==> config.mk <==
export PLATFORM = sky130hd
export DESIGN_NAME = timer_bank
export DESIGN_NICKNAME = d
export VERILOG_FILES = /design/src/rtl/timer_bank.sv
export SDC_FILE = /design/constraint.sdc
export NUM_CORES = 1
export LEC_CHECK = 0
export ABC_AREA = 1
export CAP_MARGIN = 20
export CORE_MARGIN = 4
export CORE_UTILIZATION = 65
export CTS_BUF_LIST = sky130_fd_sc_hd__clkbuf_2
export DETAILED_ROUTE_END_ITERATION = 7
export PLACE_DENSITY = 0.84
export REMOVE_ABC_BUFFERS = 1
export SLEW_MARGIN = 20
export SYNTH_ARGS = -nofsm -noshare
export SYNTH_HDL_FRONTEND = slang
export SYNTH_SLANG_ARGS = --single-unit
==> constraint.sdc <==
create_clock -name clk -period 5.25 [get_ports clk]
set_clock_uncertainty 0.05 [all_clocks]
set_input_delay 0.525 -clock clk [delete_from_list [all_inputs] [get_ports clk]]
set_output_delay 0.525 -clock clk [all_outputs]
set_load 0.005 [all_outputs]
==> src/rtl/timer_bank.sv <==
// Bank of NCH independent one-shot/auto-reload timers with per-channel limit registers and count readback.
// Optional shared prescaler enabled by defining TIMER_PRESCALE_EN.
module timer_bank #(
    parameter int unsigned NCH       = 3,
    parameter int unsigned CW        = 28,
    parameter int unsigned RST_LIMIT = 1,
    parameter int unsigned PRESCALE  = 25000000,
    localparam int unsigned CHW      = (NCH > 1) ? $clog2(NCH) : 1
) (
    input  logic           clk,
    input  logic           rst,
    input  logic [NCH-1:0] start,
    input  logic [NCH-1:0] clear,
    input  logic [NCH-1:0] en,
    input  logic [NCH-1:0] periodic,
    input  logic           cfg_we,
    input  logic [CHW-1:0] cfg_ch,
    input  logic [CW-1:0]  cfg_limit,
    input  logic [CHW-1:0] rd_ch,
    output logic [CW-1:0]  rd_count,
    output logic [NCH-1:0] done,
    output logic [NCH-1:0] tick
);

    typedef enum logic [1:0] {
        S_IDLE = 2'd0,
        S_RUN  = 2'd1,
        S_DONE = 2'd2
    } state_t;

    if (NCH < 1 || NCH > 16 || CW < 1 || PRESCALE < 1) begin : g_bad_param
        $error("timer_bank: parameter out of range");
    end

    state_t         state_q [NCH];
    state_t         state_d [NCH];
    logic [CW-1:0]  count_q [NCH];
    logic [CW-1:0]  count_d [NCH];
    logic [CW-1:0]  limit_q [NCH];
    logic [CW-1:0]  limit_d [NCH];
    logic [CW-1:0]  eff_lim [NCH];
    logic [CW:0]    cnt_inc [NCH];
    logic [NCH-1:0] tick_d;
    logic [CW-1:0]  rd_sel;
    logic           strobe;

`ifdef TIMER_PRESCALE_EN
    localparam int unsigned PW = (PRESCALE > 1) ? $clog2(PRESCALE) : 1;

    logic [PW-1:0] pre_q;

    // Shared free-running divider; strobe marks the last cycle of each period.
    assign strobe = (pre_q == PW'(PRESCALE - 1));

    always_ff @(posedge clk) begin
        if (rst || strobe) begin
            pre_q <= '0;
        end else begin
            pre_q <= pre_q + PW'(1);
        end
    end
`else
    assign strobe = 1'b1;
`endif

    // Per-channel next state: clear beats start beats counting.
    always_comb begin
        tick_d = '0;
        for (int i = 0; i < NCH; i++) begin
            state_d[i] = state_q[i];
            count_d[i] = count_q[i];
            limit_d[i] = limit_q[i];
            eff_lim[i] = (limit_q[i] == '0) ? CW'(1) : limit_q[i];
            cnt_inc[i] = {1'b0, count_q[i]} + (CW + 1)'(1);

            if (clear[i]) begin
                state_d[i] = S_IDLE;
                count_d[i] = '0;
            end else if (start[i]) begin
                state_d[i] = S_RUN;
                count_d[i] = '0;
            end else if (state_q[i] == S_RUN && en[i] && strobe) begin
                if (cnt_inc[i] >= {1'b0, eff_lim[i]}) begin
                    tick_d[i] = 1'b1;
                    if (periodic[i]) begin
                        count_d[i] = '0;
                    end else begin
                        count_d[i] = eff_lim[i];
                        state_d[i] = S_DONE;
                    end
                end else begin
                    count_d[i] = cnt_inc[i][CW-1:0];
                end
            end

            if (cfg_we && cfg_ch == CHW'(i)) begin
                limit_d[i] = cfg_limit;
            end
        end
    end

    // Readback mux; unmatched (out-of-range) selects read as zero.
    always_comb begin
        rd_sel = '0;
        for (int i = 0; i < NCH; i++) begin
            if (rd_ch == CHW'(i)) begin
                rd_sel = count_q[i];
            end
        end
    end

    always_ff @(posedge clk) begin
        if (rst) begin
            for (int i = 0; i < NCH; i++) begin
                state_q[i] <= S_IDLE;
                count_q[i] <= '0;
                limit_q[i] <= CW'(RST_LIMIT);
            end
            done     <= '0;
            tick     <= '0;
            rd_count <= '0;
        end else begin
            for (int i = 0; i < NCH; i++) begin
                state_q[i] <= state_d[i];
                count_q[i] <= count_d[i];
                limit_q[i] <= limit_d[i];
                done[i]    <= (state_d[i] == S_DONE);
            end
            tick     <= tick_d;
            rd_count <= rd_sel;
        end
    end

endmodule

Yosys cells after proc, flatten, opt, wreduce, memory -nomap -nowiden --
Memory sizes are Yosys's and may differ from the RTL's. Index checks and enable logic that the tools add are counted.
Cells by class: $add $sub $neg 3, order comparisons 3, eq/ne operators 10, multiplexer cells 54, bitwise gates (word level) 12, reductions and logical operators 14
Operators by type and width (count):
- 28-bit 2-to-1 mux | 30
- 28-bit by 1-bit adder with 29-bit output (second input constant) | 3
- 29-bit by 28-bit >= comparator with 1-bit output | 3
- 28-bit logical NOT | 3
- 2-bit 2-to-1 mux | 18
- 4-bit OR reduction | 3
- 2-bit by 1-bit == test with 1-bit output (second input constant) | 5
- 2-bit == test (second input constant) | 5
- 1-bit OR | 9
- 1-bit logical AND | 6
- 1-bit 2-to-1 mux | 6
- 2-bit logical NOT | 2
- 1-bit inverter | 3
Storage, ports and cells: register bits after elaboration 34, memory bits (writable) 174, input bits 47, memories kept 3
Memory list:
- count_q | depth 3, bits a word 28, rd ports 3, clocked after memory_dff 0, wr ports 3, line 37 | logic [CW-1:0] count_q [NCH];
- limit_q | depth 3, bits a word 28, rd ports 3, clocked after memory_dff 0, wr ports 3, line 39 | logic [CW-1:0] limit_q [NCH];
- state_q | depth 3, bits a word 2, rd ports 3, clocked after memory_dff 0, wr ports 3, line 35 | state_t state_q [NCH];

Logic depth before layout (Yosys ltp) --
Gate-level depths: netlist (run 1). An unclocked memory read counts as a cell.
depth in word-level cells 9, depth in mapped cells 24, gate-level depth less buffers 23

Least setup slack after synthesis (run 1) --
No wires, ideal clock.
path type flip-flop to flip-flop, start point memory count_q[2][0], in the netlist count_q[0][56], end point memory count_q[2][10], in the netlist count_q[0][66], setup time 0.064 ns, arrival 3.021 ns, required time 5.136 ns, slack 2.115 ns, cell stages (with the launch flop) 20, period minus slack after synthesis 3.135 ns, cells stage by stage dfxtp_1 ha_1 nand3_2 nor2_4 nand2_1 nor2_2 and3_1 nand2_1 xor2_1 ha_1 nand2_1 nor3_1 a21boi_0 nand3_1 nand2_4 inv_6 nor2_8 buf_6 a21oi_2 nor2_1
RTL lines (line):
- start: declaration | 37

==> results by stage, run 1 <==
Yosys:
- The most instantiated library cell after synthesis is sky130_fd_sc_hd__nand2_1.
- Synthesis handed over a netlist of 1931 instances.
- The proportion of register bits with asynchronous set or reset after synthesis is 0%.
- The total of warnings raised by yosys is 0.
- Sorting the synthesized cells by how often they occur yields sky130_fd_sc_hd__nand2_1 (353), sky130_fd_sc_hd__inv_1 (302), sky130_fd_sc_hd__dfxtp_1 (208), sky130_fd_sc_hd__a21oi_1 (184), sky130_fd_sc_hd__nor2_1 (154).
- The synthesized design spends more area on one cell type than any other, namely sky130_fd_sc_hd__dfxtp_1.
- The number of synthesized flops with an enable pin is 0.
- In the synthesized netlist the dominant register cell turns out to be sky130_fd_sc_hd__dfxtp_1.
- Counting flops and latches in the post-synthesis netlist gives 208.
- The post-synth design cell area is 13130 µm².
- Counting distinct cell types in the post-synthesis netlist gives 48.
- In the post-synthesis netlist, the biggest area contributors are sky130_fd_sc_hd__dfxtp_1 (32%), sky130_fd_sc_hd__nand2_1 (10%), sky130_fd_sc_hd__inv_1 (8.6%).
- The synthesized area per cell is 6.801 µm².
- The portion of the post-synthesis area used by sequential elements is 31.71%.
- After synthesis, the largest area contributor takes up 31.71% of total cell area.

GRT:
- Global routing used 39.23% of the available tracks.
- The overflow left after global routing is 0.
- The via count of the first global-routing pass is 12920.
- Entering global routing, the biggest net connects 113 pins.
- The number of antenna violations at the first check in global routing came to 2.
- The wire length of the first global-routing pass is 69.26 mm.

Detailed routing:
- Wire segments on met2 add up to 19.04 mm in the final route.
- The total wirelength of the detailed-routed design is 44.34 mm.
- The remaining number of nets flagged by the antenna check after routing is 0.
- The via total after detailed routing is 13700.
- The number of detailed-route iterations in the first pass is 8.
- The met3 wire length is 5.213 mm.
- After detailed routing, the wire length on met1 is 17.78 mm.
- The highest metal layer carrying signal wires in the routed design is met5.
- The via count normalized by instance count is 5.937.
- In this run, the number of DRC markers left after iteration 0 of detailed routing was 1461.
- After detailed routing, the average wire length per cell comes to 19.21 µm.
- The remaining design rule violation count is 0.

Critical path:
- Measured in cells, the most critical reg-to-reg path has a length of 19.
- In this run the critical register-to-register path is captured at count_q[0][42]$_SDFFE_PP0P_.
- Traced cell by cell, the critical path runs through ha_1, nand3_2, inv_2, nand3_1, nor2_2, nand3_1, nor2_1, xor2_1, ha_1, a21o_1, a21oi_1, nand2_1, nor2_1, nand3_1, inv_1, nand2_1, nand2_1, o21ai_1, inv_1.
- The worst setup path is of the register to register kind.
- The slowest cell on the critical path is sky130_fd_sc_hd__inv_1.
- The worst setup path is launched from a register.
- The setup check on the worst reg-to-reg path leaves a slack of 0.97 ns.
- The peak per-stage delay on the critical path is 0.82 ns.
- The required time at the worst-slack endpoint is 6.00 ns.
- For the worst setup path, the data arrival time is 5.03 ns.
- The worst setup path is captured at a register.
- In this run the worst path has a maximum fanout of 24.
- The startpoint identified for the worst register-to-register timing path is count_q[0][28]$_SDFFE_PP0P_.

STA:
- Subtracting the final worst setup slack from the clock period gives 4.275 ns.
- The total count of hold-check failures in the final report came to 0.
- Timing would allow up to 233.9 MHz.
- Setup repair after global routing left no endpoint under its margin.
- At the pin with the least slew margin, the transition time is 1.156 ns.
- The final period utilization is 81.43%.
- Setup violations remaining at the end of the flow were counted as 0.
- The final setup TNS is 0 ns.
- Headroom to the max-slew limit came out at 22.84%.
- The final number of max-transition violations is 0.

Power and ir drop:
- The analysis attributes to cell leakage a power of 0.006388 µW.
- The total power divided by cell area is 230.9 nW/µm².
- The post-route total power is 3346 µW.
- The worst-case IR drop observed on VDD is 0.2140 mV.

Final layout:
- The layout net count is 2135.
- The share of post-route cells with drive strength above 1 is 7.941%.
- Once layout is complete, the utilization of the core stands at 73.71%.
- The growth of design area from synthesis to finish is 10.32%.
- The count of filler cells inserted in the layout is 1707.

Floorplan:
- The die covers 22540 µm².
- The floorplan die height is 150.1 µm.
- The chip width is 150.1 µm.
- The initial utilization of the core area, before any placement, comes to 66.82%.
- The core outline area is 19650 µm².
- The number of top-level pins is 81.
- In this run the core area contains 51 standard-cell rows.

CTS:
- The number of clock buffers added by TritonCTS is 53.
- The clock tree root buffer cell is sky130_fd_sc_hd__clkbuf_2.
- The post-CTS setup-driven buffer insertion count is 0.
- The post-cts sizing count is 0.
- The CTS tree is yes.
- The H-tree was split into 2 levels.
- The total number of clock tree sinks is 208.
- Clock-pin slew was measured on the worst setup and hold paths at 0.11 ns.
- After clock tree synthesis, the flow added hold-fix buffers numbering 0.
- At the later pin of the worst-skew pair, clock insertion delay measures 0.89 ns.
- The longest clock path from root to sink contains 3 buffers.

Job:
- The tool flagged a number of max-cap violations equal to 0.

Place:
- The weighted congestion at the end of routability-driven global placement is 1.060.
- In this run the tool buffered the top-level ports with 80 buffer cells.
- The detailed placer's ending HPWL is 32.79 mm.

Hold path:
- The path with the worst hold slack has its endpoint at done[1]$_SDFF_PP0_.
- In this run the worst hold path is classified as input port to register.
- The critical hold path startpoint is clear[1].
- The number of cells on the worst hold path is 3.

Run status:
- The flow ran to the end, and the final reports show no timing, DRC or antenna violations.
## area by class of cell
class | count | area (µm²) | area share [%]
flip-flops and latches | 208 | 4164 | 28.74
clock inverters | 17 | 96.34 | 0.6650
multi-input cells | 1335 | 7440 | 51.35
well taps | 265 | 331.6 | 2.289
inverters | 312 | 1180 | 8.144
diodes | 3 | 7.507 | 0.05182
repair buffers | 91 | 883.3 | 6.097
clock buffers | 77 | 385.4 | 2.660
## registers in the layout (all words and copies together) (netlist names)
| name | count |
|---|---|
| count_q | 84 |
| limit_q | 84 |
| rd_count | 28 |
| state_q | 6 |
| done | 3 |
| tick | 3 |
## per-layer routing
metal / track usage, % / vias to the layer above
met1: 52.34 / 6235
met5: 0 / -
met4: 20.13 / 4
li1: - / 6472
met2: 59.38 / 851
met3: 9.181 / 141
## report_power, final
part / internal (µW) / leakage (µW) / switching, µW
combinational: 156 / 0.00434 / 380
sequential: 1620 / 0.00169 / 32.2
clock: 442 / 0.000362 / 718
## kinds of logic (layout without fill, tap and decap cells)
| kind of cell | count (synthesis) | after routing | synth area share [%] |
|---|---|---|---|
| flops | 208 | 208 | 31.71 |
| compound gates | 426 | 426 | 17.54 |
| fa+ha+maj | 87 | 87 | 8.289 |
| other cells | 0 | 3 | 0 |
| simple gates | 749 | 749 | 25.82 |
| xor+xnor | 73 | 73 | 4.926 |
| buf+inv | 388 | 497 | 11.72 |
## how the worst max path moves through the flow
stage / endpoint / slack [ns] / depth (start not counted) / start
2_1_floorplan: count_q[0][58]$_SDFFE_PP0P_ / 1.97 / 18 / count_q[0][56]$_SDFFE_PP0P_
3_3_place_gp: count_q[0][55]$_SDFFE_PP0P_ / 1.11 / 19 / count_q[0][28]$_SDFFE_PP0P_
3_5_place_dp: count_q[0][35]$_SDFFE_PP0P_ / 1.11 / 19 / count_q[0][28]$_SDFFE_PP0P_
4_1_cts: count_q[0][35]$_SDFFE_PP0P_ / 1.02 / 19 / count_q[0][28]$_SDFFE_PP0P_
5_1_grt: count_q[0][35]$_SDFFE_PP0P_ / 0.56 / 19 / count_q[0][28]$_SDFFE_PP0P_
6_report: count_q[0][42]$_SDFFE_PP0P_ / 0.97 / 19 / count_q[0][28]$_SDFFE_PP0P_
## worst max-delay path: cells and delay by family (launching register included)
kind,cells,cell delay (ns)
compound gates,3,0.40
xor+xnor,1,0.22
fa+ha+maj,2,0.52
buf+inv,3,0.97
flops,1,0.45
simple gates,10,1.55
## cells in the final DEF (no fill, tap or decap), drive strengths merged, types with 2 or more instances in the layout
cell type,instances
nor3b,3
and3,3
xor2,73
clkinv,20
dfxtp,208
o21a,2
nor4,20
nand2,363
nand3b,2
nand3,105
nor3,55
clkbuf,77
diode,3
clkdlybuf4s50,80
a21oi,205
inv,307
o21bai,5
nor2,165
a21boi,2
buf,11
a21o,3
o22ai,23
o221ai,5
o211ai,4
nand4,32
ha,87
o21ai,176
## per-stage QoR
step | area, µm² | setup slack [ns] | std cells | hold slack [ns]
final | 14490 | 0.9748 | 2308 | 0.2203
after global routing | 14490 | 0.5604 | 2307 | 0.2227
after CTS | 14480 | 1.021 | 2305 | 0.1720
after detailed placement | 14000 | 1.111 | 2211 | 0.4151
after global placement | 14000 | 1.112 | 2211 | 0.4028
after floorplan | 12770 | 1.970 | 1855 | 0.3808
Note: power is estimated with default switching activity, not from simulation.
==> run 2, diff against run 1 <==
Settings changed: CORE_UTILIZATION 65 to 56, PLACE_DENSITY 0.84 to 0.77.
Clock period 5.25 ns to 3.5 ns, I/O delays scaled along.
==> run 2 against run 1 <==
  * Clock power grew 47%
  * Final cell count rose by 6.3%
  * Die area is 15% higher
  * Critical endpoint is now count_q[0][19]$_SDFFE_PP0P_
  * Largest cell class unchanged
==> results by stage, run 2 (synthesized netlist as in run 1, its figures left out) <==
Run status:
- The run finished with clean final reports.

Final layout:
- In the layout the commonest cells are sky130_fd_sc_hd__nand2_1 (343), sky130_fd_sc_hd__inv_1 (298), sky130_fd_sc_hd__dfxtp_1 (194), sky130_fd_sc_hd__a21oi_1 (178), sky130_fd_sc_hd__o21ai_0 (148).
- The growth of design area from synthesis to finish is 20.27%.
- The share of post-route cells with drive strength above 1 came to 15.56% (+7.6 points).
- The largest registers in the layout are count_q: 84 flops, limit_q: 84 flops, rd_count: 28 flops.
- The count of filler cells inserted in the layout came to 2052 (+20%).
- Leaving out fill and tap cells, the most frequent cell in the layout is sky130_fd_sc_hd__nand2_1.
- The layout net count is 2234 (+4.6%).
- The core utilization of the finished layout is 69.13% (-4.6 points).

STA:
- The final number of max-transition violations is 0 (unchanged).
- The final setup TNS is 0 ns (unchanged).
- The worst hold margin is 0.05114 ns (-0.1692 ns).
- The highest clock rate was 297.0 MHz (+27%).
- The total count of hold-check failures in the final report is 0 (unchanged).
- The setup slack of the critical path after layout is 0.1325 ns (-0.8423 ns).
- The relative slew slack came to 45.99% (+23 points).
- Setup repair after global routing could not meet its margin everywhere.
- The final period utilization is 96.21% (+15 points).
- The final period demand of the worst path is 3.367 ns (-0.9077 ns).
- The actual slew at the worst max-slew pin was 0.8077 ns (-0.3484 ns).
- The count of endpoints failing setup in the final report is 0 (unchanged).

CTS:
- The maximum buffer depth of the clock tree is 3 (unchanged).
- The hold buffer count at CTS is 0 (unchanged).
- The clock insertion delay at the later pin of the skew report is 0.89 ns (about the same).
- TritonCTS built the clock tree.
- The total number of clock tree sinks is 208 (unchanged).
- The number of buffers created by CTS came to 55 (+3.8%).
- CTS placed an instance of sky130_fd_sc_hd__clkbuf_2 at the clock tree root.
- The H-tree depth reported by CTS is 2 (unchanged).
- The clock-pin slew of the registers on the worst-case setup and hold paths is 0.12 ns (about the same).

Place:
- The pre-CTS worst setup slack is -0.07274 ns (-1.183 ns).
- The number of input and output port buffers inserted was 80 (unchanged).
- The weighted congestion at the end of routability-driven global placement is 1.018 (-3.9%).
- The detailed placer's ending HPWL is 35.68 mm (+8.8%).

Detailed routing:
- The iteration-0 DRC count of the detailed router was 1642 (+12%).
- The remaining design rule violation count is 0 (unchanged).
- The remaining number of nets flagged by the antenna check after routing is 0 (unchanged).
- The average wire per standard cell is 19.25 µm (+0.18%).
- The total wirelength of the detailed-routed design is 47.23 mm (+6.5%).
- The via total after detailed routing came to 13990 (+2.1%).
- The via count normalized by instance count is 5.701 (-4.0%).
- The number of detailed-route iterations in the first pass was 6 (-2).

Critical path:
- The worst setup path is launched from a register.
- The required time at the worst-slack endpoint is 4.18 ns (-1.82 ns).
- The peak fanout along the critical path is 7 (-71%).
- The arrival time of the worst setup path is 4.05 ns (-0.98 ns).
- Traced cell by cell, the critical path runs through ha_4, nand2_4, nor2_4, nand2_4, buf_4, nor2_4, nand2_2, buf_4, nor2_1, a21oi_2, ha_1, nand2_1, o21ai_1, nand2_1, o211ai_1, nand2_2, nand3_4, buf_4, o21ai_1, o21ai_1, inv_1.
- The worst setup slack for register-to-register paths is 0.13 ns (-0.84 ns).
- The peak per-stage delay on the critical path was 0.38 ns (-0.44 ns).
- The startpoint-to-endpoint class of the critical path is register to register.
- The worst setup path is captured at a register.
- The slowest cell on the critical path is sky130_fd_sc_hd__ha_1.

GRT:
- The largest net degree at the start of global routing is 70 (-38%).
- The number of antenna violations at the first check in global routing is 1 (-1).
- The via count of the first global-routing pass is 13150 (+1.7%).
- The all-layer global routing usage is 34.80% (-4.4 points).
- The wire length of the first global-routing pass is 71.48 mm (+3.2%).
- The overflow left after global routing is 0 (unchanged).

Floorplan:
- The number of top-level pins came to 81 (unchanged).
- The floorplan die height is 161.1 µm (+7.3%).
- The initial core utilization is 57.48% (-9.3 points).
- The chip width is 161.1 µm (+7.3%).
- The number of rows created at floorplan is 55 (+7.8%).
- The overall die area was 25960 µm² (+15%).
- The core outline area came to 22850 µm² (+16%).

Job:
- The count of max-cap constraint violations is 0 (unchanged).

Hold path:
- In this run the worst hold path is classified as input port to register.

Power and ir drop:
- The total power divided by cell area came to 324.9 nW/µm² (+41%).
- The peak supply drop is 0.2446 mV (+14%).
- The leakage power was 0.007089 µW (+11%).
## run 2: area by class of cell
type                            count  area [µm²]  share of cell area, %
Antenna cell                        1       2.502                0.01584
Clock buffer                       80       400.4                  2.535
Clock inverter                     17       76.32                 0.4832
Inverter                          312        1192                  7.549
Multi-Input combinational cell   1335        7810                  49.45
Sequential cell                   208        4187                  26.51
Tap cell                          313       391.6                  2.479
Timing Repair Buffer              187        1727                  10.93
Timing Repair inverter              1       8.758                0.05545
## run 2: worst paths after layout
check	from	endpoint	cells past startpoint
max	count_q[0][1]$_SDFFE_PP0P_	count_q[0][19]$_SDFFE_PP0P_	21
min	clear[0]	done[0]$_SDFF_PP0_	3
max reg2reg	count_q[0][1]$_SDFFE_PP0P_	count_q[0][19]$_SDFFE_PP0P_	21
min reg2reg	limit_q[0][29]$_SDFFE_PP0P_	count_q[0][29]$_SDFFE_PP0P_	2
## run 2: per-layer routing
metal / share of wire [%] / GRT usage [%]
met5: 0 / 0
met4: 5.5 / 16.83
met3: 11 / 8.140
met2: 42 / 51.59
met1: 42 / 47.85
## run 2: power by group
part / switching, µW / leakage [µW] / internal (µW)
registers: 46.3 / 0.00170 / 2430
logic: 628 / 0.00503 / 337
clock network: 1080 / 0.000367 / 616
## run 2: repair_timing
item / in CTS / in global routing
endpoints found under the setup margin: 29 / 96
setup buffers: 0 / 19
pin swaps: 0 / 41
cloned: 0 / 4
resized for setup: 4 / 100
## run 2: metrics by stage
stage	total power, µW	area (µm²)	instances
global placement	3378	14700	2334
finish	5132	15800	2454
global route	5350	15800	2454
detailed placement	3385	14700	2334
CTS	5058	15190	2431
floorplan	2982	12770	1855
## run 2: worst max-delay path, delay by kind of cell (launching register included)
| kind | cells | cell delay, ns |
|---|---|---|
| AOI/OAI and AO/OA | 5 | 0.59 |
| adders and majority gates | 2 | 0.53 |
| and+or+nand+nor | 10 | 1.15 |
| buffers and inverters | 4 | 0.50 |
| DFF | 1 | 0.37 |
==> run 3, diff against run 2 <==
Settings changed: CORE_UTILIZATION 56 to 25, CTS_BUF_LIST sky130_fd_sc_hd__clkbuf_2 to unset, PLACE_DENSITY 0.77 to 0.4.
==> run 3 against run 2 <==
  * Via count is 4.7% lower
  * Non-clock buffer count up 6
  * Register-to-register slack worse by 0.05 ns
  * Core utilization fell by 37 points
  * Global-route usage fell by 16 points
  * Worst hold slack better by 0.28 ns
  * Largest cell class unchanged
  * Largest power group is now clock
  * Highest routed layer unchanged
==> results by stage, run 3 (synthesized netlist as in run 1, its figures left out) <==
Run status:
- The run finished with clean final reports.

Critical path:
- The peak fanout along the critical path is 8 (+1).
- STA classifies the critical path startpoint as a register.
- The signal on the critical path passes through buf_4, nand3_2, nor3_4, inv_1, nor2_2, inv_1, nor2_2, xor2_1, inv_1, ha_4, nand2_1, nor2_1, nand2_1, nor2_2, nand3_2, a21oi_2, nor2_4, nand2_4, clkinv_8, nor2_8, clkbuf_16, a21oi_2, nor2_1.
- The peak per-stage delay on the critical path was 0.35 ns (-0.03 ns).
- The buffer and inverter count on the worst path is 6 (+2).
- The arrival time of the worst setup path is 3.87 ns (-0.18 ns).
- The required time at the worst-slack endpoint is 3.95 ns (-0.23 ns).
- Among cell families on the critical path, the largest total delay comes from simple AND/OR/NAND/NOR gates.
- The startpoint-to-endpoint class of the critical path is register to register.
- The kind of end point of the critical path is a register.
- The slowest cell on the critical path is sky130_fd_sc_hd__dfxtp_2.

GRT:
- The largest net degree at the start of global routing came to 81 (+16%).
- The via count of the first global-routing pass is 13080 (-0.50%).
- The all-layer global routing usage came to 18.92% (-16 points).
- The wire length of the first global-routing pass is 82.56 mm (+16%).
- The overflow left after global routing is 0 (unchanged).
- The number of antenna violations at the first check in global routing came to 2 (+1).

CTS:
- The clock insertion delay at the later pin of the skew report is 0.57 ns (-0.32 ns).
- The clock-pin slew of the registers on the worst-case setup and hold paths is 0.06 ns (-0.06 ns).
- The number of buffers created by CTS is 27 (-51%).
- The maximum buffer depth of the clock tree is 3 (unchanged).
- The total number of clock tree sinks was 208 (unchanged).
- TritonCTS built the clock tree.
- The H-tree depth reported by CTS is 1 (-1).
- Clock tree synthesis selected as its root buffer the cell sky130_fd_sc_hd__clkbuf_16.

Detailed routing:
- The iteration-0 DRC count of the detailed router is 978 (-40%).
- The remaining design rule violation count was 0 (unchanged).
- The total wirelength of the detailed-routed design is 55.99 mm (+19%).
- The via total after detailed routing is 13330 (-4.7%).
- The via count normalized by instance count is 4.800 (-16%).
- The number of detailed-route iterations in the first pass was 5 (-1).
- The average wire per standard cell came to 20.16 µm (+4.8%).
- The remaining number of nets flagged by the antenna check after routing is 0 (unchanged).

Power and ir drop:
- The share of power burned in the clock network was 42.9% (+9.9 points).
- The total power divided by cell area was 369.8 nW/µm² (+14%).
- The fraction of power spent switching nets is 30.11% (-4.1 points).
- The internal portion of total power came to 4309 µW (+28%).
- The leakage power came to 0.007112 µW (+0.32%).
- The switching power is 1857 µW (+5.9%).
- The part of the power in registers is 40.1% (-8.1 points).
- The peak supply drop came to 0.3121 mV (+28%).
- The proportion of power drawn by combinational gates is 17.0% (-1.8 points).
- The post-route total power was 6166 µW (+20%).

Place:
- The number of input and output port buffers inserted is 80 (unchanged).
- The weighted congestion at the end of routability-driven global placement came to 0.9020 (-11%).
- The number of instances in the placed design is 2704 (+16%).
- The detailed placer's ending HPWL came to 42.57 mm (+19%).

Hold path:
- The min-delay analysis places its worst path in the category input port to register.

Final layout:
- The number of antenna repair diodes is 0 (-1).
- Leaving out fill and tap cells, the most frequent cells in the layout are sky130_fd_sc_hd__nand2_1 (340), sky130_fd_sc_hd__inv_1 (298), sky130_fd_sc_hd__dfxtp_1 (196), sky130_fd_sc_hd__a21oi_1 (181), sky130_fd_sc_hd__o21ai_0 (151).
- The layout net count came to 2214 (-0.90%).
- From synthesis to final layout, the design area changed by 26.95%.
- The share of post-route cells with drive strength above 1 came to 14.45% (-1.1 points).
- The count of filler cells inserted in the layout was 5661 (+180%).
- The count of placed standard cells in the final layout, fillers left out is 2777 (+13%).
- In the final layout, the registers with the most flip-flops are count_q: 84 flops, limit_q: 84 flops, rd_count: 28 flops.
- The commonest non-fill, non-tap cell in the layout is sky130_fd_sc_hd__nand2_1.

STA:
- The final number of max-transition violations is 0 (unchanged).
- The count of endpoints failing setup in the final report was 0 (unchanged).
- The total count of hold-check failures in the final report came to 0 (unchanged).
- The relative slew slack is 47.56% (+1.6 points).
- The final period utilization is 97.70% (+1.5 points).
- The actual slew at the worst max-slew pin is 0.7818 ns (-0.02588 ns).
- The final period demand of the worst path is 3.419 ns (+0.05189 ns).
- The highest clock rate is 292.5 MHz (-1.5%).

Floorplan:
- The core outline area was 51610 µm² (+130%).
- The chip width is 237.2 µm (+47%).
- The overall die area is 56260 µm² (+120%).
- The floorplan die height was 237.2 µm (+47%).
- The number of rows created at floorplan came to 83 (+51%).
- The initial core utilization is 25.44% (-32 points).
- The number of top-level pins is 81 (unchanged).

Job:
- The count of max-cap constraint violations is 0 (unchanged).
## run 3: routing by layer
metal | global-route usage [%] | vias up | wire [µm]
met5 | 0 | - | 0
met4 | 5.591 | 0 | 1744
met3 | 2.297 | 69 | 2926
met2 | 30.08 | 342 | 24650
met1 | 26.94 | 6325 | 26670
li1 | - | 6594 | -
## run 3: path summary, 6_finish.rpt
kind | depth (start not counted) | startpoint | endpoint | slack [ns]
worst max-delay path | 23 | count_q[0][56]$_SDFFE_PP0P_ | count_q[0][77]$_SDFFE_PP0P_ | 0.08
worst min-delay path | 3 | clear[1] | done[1]$_SDFF_PP0_ | 0.33
worst max register to register | 23 | count_q[0][56]$_SDFFE_PP0P_ | count_q[0][77]$_SDFFE_PP0P_ | 0.08
worst min register to register | 2 | limit_q[0][29]$_SDFFE_PP0P_ | count_q[0][29]$_SDFFE_PP0P_ | 0.42
## run 3: worst register-to-register path: cells and delay by family (launching register included)
kind	cells	cell delay, ns
buf+inv	6	0.70
xor+xnor	1	0.20
fa+ha+maj	1	0.28
simple gates	13	1.53
compound gates	2	0.25
flops	1	0.35
## run 3: metrics by stage
stage / hold WS, ns / util, % / instance area, µm² / setup WS (ns) / setup TNS [ns]
3_3_place_gp: 0.4078 / 29.41 / 15180 / -0.06687 / -1.281
6_report: 0.3331 / 32.30 / 16670 / 0.08065 / 0
5_1_grt: 0.3381 / 32.30 / 16670 / -0.04355 / -0.1553
4_1_cts: 0.2982 / 31.02 / 16010 / 0.02077 / 0
3_5_place_dp: 0.4117 / 29.41 / 15180 / -0.07217 / -1.387
2_1_floorplan: 0.3716 / - / 12770 / 0.2203 / 0
## run 3: final cells by class
| cell class | instances | area (µm²) | area share, % |
|---|---|---|---|
| clock inverters | 4 | 20.02 | 0.1201 |
| clock buffers | 42 | 782.0 | 4.690 |
| well taps | 680 | 850.8 | 5.103 |
| repair buffers | 193 | 1784 | 10.70 |
| repair inverters | 2 | 17.52 | 0.1051 |
| multi-input cells | 1336 | 7839 | 47.02 |
| flip-flops and latches | 208 | 4189 | 25.13 |
| inverters | 312 | 1190 | 7.137 |
## run 3: repair_timing
action	in CTS	in global routing
cloned	0	6
resized for setup	5	104
pin swaps	0	37
setup endpoints to repair	53	94
hold buffers	0	0
setup buffers	0	22
hold endpoints to repair	0	0
## run 3: power groups by stage
stage | Combinational [µW] | Clock [µW] | Sequential (µW)
floorplan | 470 | 0 | 2510
global placement | 927 | 0 | 2530
detailed placement | 925 | 0 | 2530
CTS | 934 | 2740 | 2480
global route | 1130 | 2840 | 2480
finish | 1050 | 2640 | 2470
